<file path="src/rtl/rf_wr_arbiter.sv">
// rf_wr_arbiter: round-robin share of the register-file write port between ALU (A) and load (B) writeback
module rf_wr_arbiter #(
  parameter int DATA_W      = 32,
  parameter int ADDR_W      = 5,
  parameter int ZERO_REG_EN = 1,
  parameter int CNT_W       = 16
) (
  input  logic              clk,
  input  logic              rst,
  input  logic              flush,
  input  logic              a_valid,
  output logic              a_ready,
  input  logic [ADDR_W-1:0] a_addr,
  input  logic [DATA_W-1:0] a_data,
  input  logic              b_valid,
  output logic              b_ready,
  input  logic [ADDR_W-1:0] b_addr,
  input  logic [DATA_W-1:0] b_data,
  output logic              we,
  output logic [ADDR_W-1:0] wAddr,
  output logic [DATA_W-1:0] wData,
  output logic [CNT_W-1:0]  stall_cnt,
  output logic [CNT_W-1:0]  drop_cnt
);
  logic              last_b;
  logic              gnt_a, gnt_b, gnt, drop, stall;
  logic [ADDR_W-1:0] g_addr;
  logic [DATA_W-1:0] g_data;
  always_comb begin
    gnt_a  = !flush && a_valid && (!b_valid || last_b);
    gnt_b  = !flush && b_valid && (!a_valid || !last_b);
    gnt    = gnt_a || gnt_b;
    g_addr = gnt_a ? a_addr : b_addr;
    g_data = gnt_a ? a_data : b_data;
    drop   = gnt && (ZERO_REG_EN != 0) && (g_addr == '0);
    stall  = !flush && a_valid && b_valid;
  end
  assign a_ready = gnt_a;
  assign b_ready = gnt_b;
  // last_b resets high so A wins the first tie
  always_ff @(posedge clk or negedge rst) begin
    if (!rst) begin
      we        <= 1'b0;
      wAddr     <= '0;
      wData     <= '0;
      stall_cnt <= '0;
      drop_cnt  <= '0;
      last_b    <= 1'b1;
    end else begin
      we <= gnt && !drop;
      if (gnt) begin
        wAddr  <= g_addr;
        wData  <= g_data;
        last_b <= gnt_b;
      end
      if (stall && !(&stall_cnt)) stall_cnt <= stall_cnt + CNT_W'(1);
      if (drop && !(&drop_cnt)) drop_cnt <= drop_cnt + CNT_W'(1);
    end
  end
endmodule

</file>
<file path="config.mk">
export PLATFORM = sky130hd
export DESIGN_NAME = rf_wr_arbiter
export DESIGN_NICKNAME = d
export VERILOG_FILES = /design/src/rtl/rf_wr_arbiter.sv
export SDC_FILE = /design/constraint.sdc
export NUM_CORES = 1
export LEC_CHECK = 0
export ABC_AREA = 1
export CAP_MARGIN = 20
export CORE_UTILIZATION = 44
export DETAILED_ROUTE_END_ITERATION = 7
export MAX_ROUTING_LAYER = met4
export PLACE_DENSITY_LB_ADDON = 0.08
export SKIP_CTS_REPAIR_TIMING = 1
export SLEW_MARGIN = 15
export SYNTH_ARGS = -nofsm -noshare
export SYNTH_HDL_FRONTEND = slang
export SYNTH_SLANG_ARGS = --single-unit
</file>
<file path="constraint.sdc">
create_clock -name clk -period 2 [get_ports clk]
set_input_delay 0.2 -clock clk [delete_from_list [all_inputs] [get_ports clk]]
set_output_delay 0.2 -clock clk [all_outputs]
set_load 0.05 [all_outputs]
</file>
==> run_results.csv <==
group,metric,value,unit
setup_path,cp.required,2.28,ns
final_layout,finalCoreUtilization,68.85,%
global_route,grt_pass1_vias,3529,
global_route,grt_use_total,23.47,%
clock_tree,worstSkewPairLatency,0.35,ns
synthesis,synth_seq_area_share,46.61,%
setup_path,cp.arrival,2.17,ns
place,placedCellCount,750,
final_layout,layout-drive-gt1-share,7.251,%
setup_path,max_stage_delay,0.48,ns
drt,via_per_inst,5.018,
synthesis,yosys.area.top_type,"dfrtp_1",
drt,drc_errors,0,
power_and_ir_drop,p_leak,2.510,nW
final_layout,area_growth,49.79,%
final_layout,design_area,0.005714,mm^2
timing,rsz0062_at_grt,"no",
min_path,hp-class,"input port to asynchronous set/reset pin",
global_route,grt_use_met3,5.662,%
timing,finClkSkew,0.01406,ns
synthesis,ys_warn_count,0,
power_and_ir_drop,power_density,838.9,mW/mm^2
global_route,grt_pass1_wl,15910,um
floorplanning,die_w,95.12,um
floorplanning,rows,33,
clock_tree,cts_made_buffers,9,
drt,drt_iter0_drc,153,
global_route,grt_util_met2,38.33,%
flow_run,maxCapViolCount,0,
clock_tree,cts.reportedPaths.clkPinSlew,0.08,ns
global_route,grt_overflow_total,0,
synthesis,synthesis.nets,583,
synthesis,netlist.area_leader.share,45.92,%
final_layout,nets,738,
timing,holdWs,0.3275,ns
setup_path,endpoint_kind,"flop",
floorplanning,ios,151,
timing,timing_worst_slew_pin_value,0.5531,ns
synthesis,ys_types,28,
clock_tree,h-tree-depth,3,
global_route,gr-usage-met1,27.59,%
global_route,antenna_found_initial,0,
timing,finalSetupViolCount,0,
timing,fmax,0.5271,GHz
power_and_ir_drop,irDropWorstVdd,0.0009329,V
synthesis,synthCells,502,
setup_path,worstSetupPathType,"flop to flop",
timing,hold_viol,0,
clock_tree,clock_sinks,71,
synthesis,synth_seq_cells,71,
place,dp_hpwl,7538,um
floorplanning,core-area,0.008299,mm^2
timing,slew_viol_final,0,
synthesis,avgSynthCellArea,7.599,um^2
setup_path,cp_num_buf_inv,1,
setup_path,slowest_stage,"nor3_1",
floorplanning,fp.dieArea,0.009047,mm^2
synthesis,synth_area_leaders,"dfrtp_1 46%, nand2_1 18%, nor2_1 5.8%",
final_layout,stdcell_count,767,
drt,vias,3849,
drt,wl,10260,um
final_layout,n_antenna_cell,0,
timing,fin_crit_sh,94.85,%
run_status,status,"finished clean",
synthesis,synth_area,0.003815,mm^2
place,place.gp.congestion,0.8666,
clock_tree,cts_root_buf,"clkbuf_8",
floorplanning,chipHeight,95.12,um
clock_tree,clockBufferDepth,2,
setup_path,start_kind,"flop",
setup_path,crit_family,"simple AND/OR/NAND/NOR gates",
power_and_ir_drop,power.total,4.793,mW
drt,wl_per_cell,13.37,um
global_route,top_usage_layer,"met2",
drt,ant_nets,0,
timing,maxSlewHeadroom,63.01,%
setup_path,cp_max_fo,6,
timing,fin_crit,1.897,ns
drt,dr.pass1.iters,5,
place,dpl_cell_area,0.005474,mm^2
setup_path,crit_chain,"ha_1 > inv_1 > nor3_1 > nand2_1 > nor3_1 > o21ai_0 > o21ai_0",
floorplanning,initial_utilization,45.97,%
place,portBuffers,150,
global_route,grt_max_degree,66,
clock_tree,cts_tree,"built",
Yosys cell counts:
master and n:
a21oi_1 1, a31oi_1 33, a31oi_2 1, buf_2 8, buf_4 2, buf_6 6
clkbuf_1 7, dfrtp_1 70, dfstp_2 1, ha_1 2, inv_1 31, inv_2 2
nand2_1 183, nand2_2 4, nand3_1 19, nand3_2 1, nand3b_1 5, nand4_1 22
nand4_2 1, nor2_1 59, nor2_2 2, nor2_4 2, nor3_1 9, o21a_1 1
o21ai_0 16, o21bai_1 1, xnor2_1 4, xor2_1 9
path summary, 6_finish.rpt:
path	from	end	slack, ns	cells past startpoint
setup / recovery	stall_cnt[0]$_DFFE_PN0P_	stall_cnt[12]$_DFFE_PN0P_	0.10	7
hold / removal	rst	drop_cnt[6]$_DFFE_PN0P_	0.33	2
setup reg to reg	stall_cnt[0]$_DFFE_PN0P_	stall_cnt[12]$_DFFE_PN0P_	0.10	7
hold reg to reg	wAddr[0]$_DFFE_PN0P_	wAddr[0]$_DFFE_PN0P_	0.50	2
max in group asynchronous	rst	last_b$_DFFE_PN1P_	1.03	3
min in group clk	a_data[2]	wData[2]$_DFFE_PN0P_	0.41	3
through the flow:
step           worst slack, ns  TNS [ns]
2_1_floorplan          0.01400         0
3_5_place_dp          -0.03477   -0.1586
6_report                0.1030         0
4_1_cts                 0.1126         0
5_1_grt                0.02818         0
3_3_place_gp           0.04591         0
metal layers:
metal	up-vias	wire, um
met5	-	0
met4	0	171
met3	14	642
met2	120	5126
met1	1769	4317
li1	1946	-
layout make-up:
type,count,area [um^2]
clock buffers,12,145.1
clock inverters,4,77.57
fillers,706,2585
inverters,33,123.9
multi-input cells,375,1772
flip-flops and latches,71,1778
well taps,105,131.4
repair buffers,167,1687
state kept, by name (all words and copies together), names as in the netlist:
signal     cells
wAddr          5
stall_cnt     16
drop_cnt      16
last_b         1
wData         32
we             1
worst reg2reg max path, cell delays in order, from the launching register on:
cell and delay [ns]:
dfrtp_1 0.46, ha_1 0.24, inv_1 0.07, nor3_1 0.48
nand2_1 0.19, nor3_1 0.20, o21ai_0 0.11, o21ai_0 0.08
placed cells by master (no fill, tap or decap), drive strengths merged, types with 12 or more instances in the layout:
| cell | count |
|---|---|
| inv | 34 |
| a31oi | 34 |
| buf | 19 |
| nand3 | 20 |
| dfrtp | 70 |
| nand4 | 23 |
| o21ai | 16 |
| clkbuf | 12 |
| nor2 | 63 |
| clkdlybuf4s50 | 147 |
| nand2 | 187 |
where the power goes:
part	leakage, nW	switching (mW)	total (mW)	internal, mW
combinational	1.53	1.09	1.72	0.630
sequential	0.868	0.148	1.77	1.62
clock	0.111	0.557	1.30	0.745
cells by family (layout without fill, tap and decap cells):
family | count (synthesis) | in the layout | synth area share, %
compound gates | 53 | 53 | 8.364
xor+xnor | 13 | 13 | 2.985
fa+ha+maj | 2 | 2 | 0.6558
buf+inv | 56 | 216 | 7.150
flops | 71 | 71 | 46.61
simple gates | 307 | 307 | 34.24
Note: power is estimated with default switching activity, not from simulation.
